**config.mk**
```make
export PLATFORM = sky130hd
export DESIGN_NAME = lc3b_writeback_buffer
export DESIGN_NICKNAME = d
export VERILOG_FILES = /design/src/rtl/lc3b_writeback_buffer.sv
export SDC_FILE = /design/constraint.sdc
export NUM_CORES = 1
export LEC_CHECK = 0
export CORE_MARGIN = 5
export CORE_UTILIZATION = 49
export DETAILED_ROUTE_END_ITERATION = 10
export DONT_BUFFER_PORTS = 1
export PLACE_DENSITY = 0.67
export REMOVE_ABC_BUFFERS = 1
export SYNTH_ARGS = -nofsm -noshare
export SYNTH_HDL_FRONTEND = slang
export SYNTH_SLANG_ARGS = --single-unit
```
**constraint.sdc**
```tcl
create_clock -name clk -period 5.86 [get_ports clk]
set_input_delay 0.586 -clock clk [delete_from_list [all_inputs] [get_ports clk]]
set_output_delay 0.586 -clock clk [all_outputs]
set_load 0.1 [all_outputs]
```
**src/rtl/lc3b_writeback_buffer.sv**
```systemverilog
// lc3b_writeback_buffer: FIFO write-back buffer between the L1 D-cache and memory.
// Dirty victims are queued in one cycle, drained one line at a time, and remain
// visible to a combinational lookup until popped.
// Optional macro LC3B_WBUF_COALESCE_EN: an eviction that matches a queued line
// (other than the head currently being written) overwrites it in place.
module lc3b_writeback_buffer #(
    parameter int unsigned DEPTH    = 4,
    parameter int unsigned LINE_W   = 128,
    parameter int unsigned ADDR_W   = 16,
    parameter int unsigned OFFSET_W = 4
) (
    input  logic                       clk,
    input  logic                       reset,
    input  logic                       evict_valid,
    output logic                       evict_ready,
    input  logic [ADDR_W-OFFSET_W-1:0] evict_addr,
    input  logic [LINE_W-1:0]          evict_data,
    input  logic [ADDR_W-OFFSET_W-1:0] lookup_addr,
    output logic                       lookup_hit,
    output logic [LINE_W-1:0]          lookup_data,
    output logic                       mem_write,
    output logic [ADDR_W-1:0]          mem_address,
    output logic [LINE_W-1:0]          mem_wdata,
    input  logic                       mem_resp,
    output logic                       empty
);

    localparam int unsigned PTR_W   = $clog2(DEPTH);
    localparam int unsigned CNT_W   = PTR_W + 1;
    localparam int unsigned LADDR_W = ADDR_W - OFFSET_W;

    typedef enum logic [0:0] {StIdle, StWrite} state_e;

    state_e               state_q;
    logic                 mem_write_q;
    logic [PTR_W-1:0]     wr_ptr_q, rd_ptr_q;
    logic [CNT_W-1:0]     count_q;
    logic [LADDR_W-1:0]   addr_q [DEPTH];
    logic [LINE_W-1:0]    data_q [DEPTH];

    logic                 accept, push, pop;
    logic                 coal_hit;
    logic [PTR_W-1:0]     coal_idx;
    logic [PTR_W-1:0]     lk_idx;

    // reset term keeps the handshake closed while reset is held
    assign evict_ready = ~reset & (count_q < CNT_W'(DEPTH));
    assign accept      = evict_valid & evict_ready;
    assign pop         = (state_q == StWrite) & mem_resp;
    assign push        = accept & ~coal_hit;

    assign mem_write   = mem_write_q;
    assign mem_address = {addr_q[rd_ptr_q], {OFFSET_W{1'b0}}};
    assign mem_wdata   = data_q[rd_ptr_q];
    assign empty       = (count_q == '0) & (state_q == StIdle);

    // Lookup: scan oldest to newest so the newest match is the one left standing
    always_comb begin
        lookup_hit  = 1'b0;
        lookup_data = '0;
        lk_idx      = '0;
        for (int k = 0; k < DEPTH; k++) begin
            lk_idx = rd_ptr_q + PTR_W'(k);
            if ((CNT_W'(k) < count_q) && (addr_q[lk_idx] == lookup_addr)) begin
                lookup_hit  = 1'b1;
                lookup_data = data_q[lk_idx];
            end
        end
    end

    // Coalescing target search; the head is off-limits while it is on the bus
    always_comb begin
        coal_hit = 1'b0;
        coal_idx = '0;
`ifdef LC3B_WBUF_COALESCE_EN
        for (int k = 0; k < DEPTH; k++) begin
            if ((CNT_W'(k) < count_q) &&
                (addr_q[rd_ptr_q + PTR_W'(k)] == evict_addr) &&
                !((k == 0) && (state_q == StWrite))) begin
                coal_hit = 1'b1;
                coal_idx = rd_ptr_q + PTR_W'(k);
            end
        end
`endif
    end

    // Line storage: append at the write pointer or overwrite a coalesced entry
    always_ff @(posedge clk) begin
        if (push) begin
            addr_q[wr_ptr_q] <= evict_addr;
            data_q[wr_ptr_q] <= evict_data;
        end else if (accept) begin
            data_q[coal_idx] <= evict_data;
        end
    end

    // Pointers and occupancy; pointer width makes wrap modulo DEPTH implicit
    always_ff @(posedge clk or posedge reset) begin
        if (reset) begin
            wr_ptr_q <= '0;
            rd_ptr_q <= '0;
            count_q  <= '0;
        end else begin
            if (push) wr_ptr_q <= wr_ptr_q + 1'b1;
            if (pop)  rd_ptr_q <= rd_ptr_q + 1'b1;
            count_q <= count_q + CNT_W'(push) - CNT_W'(pop);
        end
    end

    // Drain FSM with registered mem_write; the return to idle forces one bubble
    always_ff @(posedge clk or posedge reset) begin
        if (reset) begin
            state_q     <= StIdle;
            mem_write_q <= 1'b0;
        end else begin
            case (state_q)
                StIdle: begin
                    if (count_q != '0) begin
                        state_q     <= StWrite;
                        mem_write_q <= 1'b1;
                    end
                end
                StWrite: begin
                    if (mem_resp) begin
                        state_q     <= StIdle;
                        mem_write_q <= 1'b0;
                    end
                end
                default: begin
                    state_q     <= StIdle;
                    mem_write_q <= 1'b0;
                end
            endcase
        end
    end

endmodule

```
-- Word level (Yosys, flattened, before mapping)
Memory sizes are Yosys's and may differ from the RTL's.
Cells that the tools add are included.
Widths: inputs -> output; s select.
- bits in registers: 9
- latch bits: 0
- RAM bits: 560
- memory bits (read-only): 0
- input bits: 156
- word-level logic and storage cells: 53
- memories kept: 2
- $add $sub $neg: 6
- $mul: 0
- divide/modulo/power cells: 0
- order comparisons: 5
- equality and inequality tests: 6
- shift operators: 0
- muxes and demuxes: 16
- bitwise logic cells: 6
- reductions and logical operators: 7
- memories (name ; depth ; width ; rd ports ; clocked after Yosys merged registers in ; write ports ; RTL line ; RTL):
    data_q ; 4 ; 128 ; 4 ; 0 ; 1 ; 39 ; logic [LINE_W-1:0] data_q [DEPTH];
    addr_q ; 4 ; 12 ; 4 ; 0 ; 1 ; 38 ; logic [LADDR_W-1:0] addr_q [DEPTH];
- operators by type and width (operator ; count):
    $mux 128 ; 4
    $eq 12x12->1 ; 4
    $mux 1 ; 10
    $lt 1x3->1 const A ; 2
    $lt 2x3->1 const A ; 2
    $add 2x1->2 const B ; 2
    $add 2x2->2 const B ; 2
    $and 1x1->1 ; 4
    $logic_and 1x1->1 ; 4
    $pmux 1 s2 ; 2
    $add 3x1->3 ; 1
    $logic_not 3->1 ; 1
    $lt 3x3->1 const B ; 1
    $reduce_bool 3->1 ; 1
    $sub 3x1->3 ; 1
    $ne 2x1->1 const B ; 1
    $ne 2x2->1 const B ; 1
    $not 1->1 ; 2
    $reduce_and 2->1 ; 1

-- Depth between registers and ports, before layout
An unclocked memory read counts as a cell.
- depth in word-level cells: 7
- depth in mapped cells: 14

-- Worst setup path before layout
Ideal clock, no wire load.
- path kind: reg2out
- from: reg rd_ptr_q[1]
- to: out lookup_data[20]
- arrival time: 5.551 ns
- slack: -0.277 ns
- cell stages (with the launch flop): 13
- buffers on the path: 5
- path through: dfrtp_1 buf_2 buf_4 buf_2 mux2i_1 mux2i_1 xnor2_1 nand4_1 nor3_1 buf_2 buf_2 nand3_1 a32oi_1
- cells in the longest elaborated chain, start to end: 7
- elaborated cells on any way between the ends: 17
- RTL lines (what ; RTL line ; RTL):
    start: declaration ; 36 ; logic [PTR_W-1:0] wr_ptr_q, rd_ptr_q;
    start signal: assignment ; 105 ; if (pop) rd_ptr_q <= rd_ptr_q + 1'b1;
    $mem_v2 4x12 ; -- ;
    via mem_address[6] ; 22 ; output logic [ADDR_W-1:0] mem_address,
    $eq 12x12->1 ; 64 ; if ((CNT_W'(k) < count_q) && (addr_q[lk_idx] == lookup_addr)) begin
    $logic_and 1x1->1 ; 64 ;
    $mux 128 (4 in series) ; 64 ;
    end: declaration ; 20 ; output logic [LINE_W-1:0] lookup_data,
The timed path passes the listed nets, and every way through them passes these cells.

-- Worst setup path in the final report
- from: reg rd_ptr_q[1]
- to: out lookup_data[103]
- cells in the longest elaborated chain, start to end: 7
- elaborated cells on any way between the ends: 17
- RTL lines (what ; RTL line):
    $add 2x1->2 or $mem_v2 4x12 (tied branches) ; --
    $mem_v2 4x12 or $eq 12x12->1 (tied branches) ; --
    $eq 12x12->1 or $logic_and 1x1->1 (tied branches) ; 64
    $logic_and 1x1->1 or $mux 128 (tied branches) ; 64
    $mux 128 (2 in series) ; 64
    $mux 128 * ; 64
Mark *: on every way between the ends. The rest lies on a longest branch, timed or not.

==> flow_summary.yaml <==
final_layout:
  final_util_pct: 60.5
  layout.cells.most_common: "edfxtp_1"
  drive_gt1_share_pct: 32.2
  fin_area_sq_mm: 0.0433
  areaGrowthSynthToFinish_pct: 22.0
  layout.nets: 3147
  final_cell_mix: "edfxtp_1, mux2i_1, mux2_2, nand3_1, buf_4"
routing:
  wl_per_cell_um: 27.0
  drt-initial-drc-count: 2198
  via_per_inst: 6.88
  vias: 27400
  drt_wl_total_um: 108000
  drt_first_pass_iters: 6
  postRouteAntennaNets: 0
  post-route-drc-count: 0
sta:
  hold_violations: 0
  max_freq_mhz: 180
  tightestPinTransition_ns: 1.24
  min_period_over_period_pct: 94.9
  finClkSkew_ns: 0.0289
  slew_viol_final: 0
  relSlewSlack_pct: 17.1
  min_period_ns: 5.56
  setup_viol: 0
  grt_setup_unrepaired: "false"
global_route:
  grt_pass1_vias: 28300
  antenna_found_initial: 1
  grt_max_degree: 183
  grt_pass1_wl_um: 163000
  overflow: 0
  track_usage_pct: 26.1
setup_path:
  max_stage_delay_ns: 0.85
  rr_startpoint: "count_q[2]"
  crit_required_ns: 5.27
  critPathLaunchType: "register"
  cp_cell_sequence: "buf_4 -> mux4_2 -> xor2_1 -> a2111oi_2 -> nand2_1 -> or4_4 -> buf_12 -> a211o_1 -> a32oi_2 -> buf_12"
  worstSetupPathType: "register to output port"
  r2r_cells: 4
  critical_path_peak_fanout: 70
  reg2reg_slack_ns: 3.18
  critical_path_arrival_ns: 4.98
  crit_top_cell: "buf_12"
  rr_endpoint: "data_q[0][87]"
  crit_path_top_delay_cell: "dfrtp_4"
  end_kind: "output port"
logic_synthesis:
  synth.area.top_cells: "edfxtp_1, mux2i_1, mux2_2"
  synth-simple-area-share_pct: 5.79
  synth-async-reset-ratio_pct: 1.58
  yosys.area.top_type: "edfxtp_1"
  syn_area_per_cell_sq_um: 12.1
  synth_edf_count: 560
  ys_seq_area_share_pct: 48.0
  synthMuxAreaShare_pct: 25.2
  ys.flop_type: "edfxtp_1"
  synth_compound_area_share_pct: 15.1
  ys_ff_latch: 569
  synth_cells: 2928
  synth_top_family_by_area: "multiplexers"
  synthAdderAreaFrac_pct: 0.339
  yosys.area.top_type_share_pct: 47.4
  yosysWarnings: 0
  synth-xor-area-share_pct: 1.18
  synth_area_sq_mm: 0.0355
  ys_types: 51
worst_hold_path:
  hold_class: "input pin to register"
  holdCritStartpoint: "evict_data[45]"
  worstHoldPathCells: 0
  hold_end: "data_q[0][45]"
power_and_ir_drop:
  p_switching_w: 0.0110
  clkPwrFrac_pct: 17.8
  peakVddDrop_v: 0.000497
  p_leak_nw: 14.2
  powerDensity_mw_per_mm2: 511
  p_int_w: 0.0111
  p_seq_share_pct: 23.2
  switching_share_pct: 49.6
  combPwrFrac_pct: 58.9
clock_tree:
  cts_resized: 0
  clock-sinks: 569
  cts_setup_buffers: 0
  cts_max_level: 3
  cts_inserted_buffers: 67
  cts_hold_buf: 1
  cts_tree: "yes"
  cts.clk_slew.worst_paths_ns: 0.06
  clock_path_buffers: 3
  clock_latency_ns: 0.61
  root_buffer: "clkbuf_16"
floorplan:
  coreArea_sq_mm: 0.0716
  die_h_um: 279
  num_io_pins: 432
  die_w_um: 279
  start_util_pct: 49.5
  rows: 98
  die_area_sq_mm: 0.0779
status:
  status: "completed"
job:
  drv_cap: 0
placement:
  place_congestion: 0.887
  numPortBuffers: 0
  detailed_place_hpwl_um: 64100
  dpl_cell_area_sq_mm: 0.0412
-- worst max path at each step --
stage,start,endpoint,cells after the start
after floorplan,rd_ptr_q[1],lookup_data[0],7
after global placement,rd_ptr_q[1],lookup_data[92],10
after detailed placement,rd_ptr_q[1],lookup_data[92],10
after CTS,rd_ptr_q[1],lookup_data[103],10
after global routing,rd_ptr_q[1],lookup_data[103],10
final,rd_ptr_q[1],lookup_data[103],10
-- stage by stage --
step	setup TNS (ns)	setup slack (ns)	power [W]	hold slack (ns)	cells
after floorplan	-6531.39	-32.60	0.0136	0.414	2596
after global placement	0	1.02	0.0178	0.463	3862
after detailed placement	0	0.961	0.0181	0.467	3862
after CTS	0	0.278	0.0221	0.0340	3981
after global routing	0	0.115	0.0229	0.0406	3981
final	0	0.298	0.0221	0.0714	3986
-- registers in the layout, summed over array words and instances (netlist names) --
name       cells
rd_ptr_q       2
addr_q        48
wr_ptr_q       2
data_q       512
state_q        1
mem_write      1
count_q        3
-- layout make-up --
cell class                 instances  area [sq um]
clock inverter                    35           327
fill                            5368         28300
inverter                          19          78.8
sequential                       569         17000
multi-input combinational       2008         18500
tap                              950          1190
antenna                            5          12.5
timing repair buffer             317          4370
clock buffer                      83          1740
-- synth_stat cells, types with 2 or more instances --
| master | count |
|---|---|
| edfxtp_1 | 560 |
| mux2i_1 | 543 |
| mux2_2 | 270 |
| nand3_1 | 251 |
| clkbuf_1 | 226 |
| nor2_1 | 145 |
| a31oi_1 | 130 |
| o31ai_1 | 129 |
| a211o_1 | 128 |
| a32oi_1 | 128 |
| o311ai_0 | 123 |
| buf_2 | 52 |
| xnor2_1 | 37 |
| buf_1 | 31 |
| mux4_2 | 19 |
| inv_1 | 18 |
| buf_6 | 14 |
| nand2_1 | 14 |
| a21oi_1 | 13 |
| buf_4 | 12 |
| xor2_1 | 11 |
| dfrtp_1 | 9 |
| ha_1 | 8 |
| o21ai_0 | 8 |
| nand3b_1 | 7 |
| and3_1 | 4 |
| o311ai_1 | 4 |
| a2111oi_0 | 3 |
| and2_1 | 3 |
| nand4_1 | 3 |
| nor2b_1 | 2 |
| nor3_1 | 2 |
| o2111ai_1 | 2 |
| o22ai_1 | 2 |
-- critical path: cells and delay by family (launching register included) --
| family | cells | cell delay (ns) |
|---|---|---|
| AO/OA/AOI/OAI | 3 | 1.04 |
| multiplexers | 1 | 0.37 |
| flip-flops | 1 | 0.85 |
| buffers and inverters | 3 | 0.99 |
| AND/OR/NAND/NOR | 2 | 0.85 |
| XOR/XNOR | 1 | 0.17 |
-- power groups by stage --
stage          combinational (W)  sequential [W]  clock [W]
6_report                  0.0130         0.00514    0.00394
2_1_floorplan            0.00817         0.00545          0
4_1_cts                   0.0129         0.00514    0.00402
3_5_place_dp              0.0129         0.00522          0
5_1_grt                   0.0136         0.00518    0.00418
3_3_place_gp              0.0126         0.00519          0
-- cells by family (layout without fill, tap and decap cells) --
| kind of cell | after synthesis | count (layout) |
|---|---|---|
| adder cells (fa/ha/maj) | 9 | 9 |
| AO/OA/AOI/OAI | 677 | 677 |
| XOR/XNOR | 48 | 48 |
| buffers and inverters | 354 | 454 |
| AND/OR/NAND/NOR | 437 | 437 |
| other | 1 | 9 |
| flip-flops | 569 | 569 |
| multiplexers | 833 | 833 |
-- metal layers --
metal	part of all wire, %	global-route usage, %
met2	49	44.8
met1	37	30.1
met4	4.5	12.4
met3	9.2	7.83
met5	0	0
(Power assumes the default switching activity.)
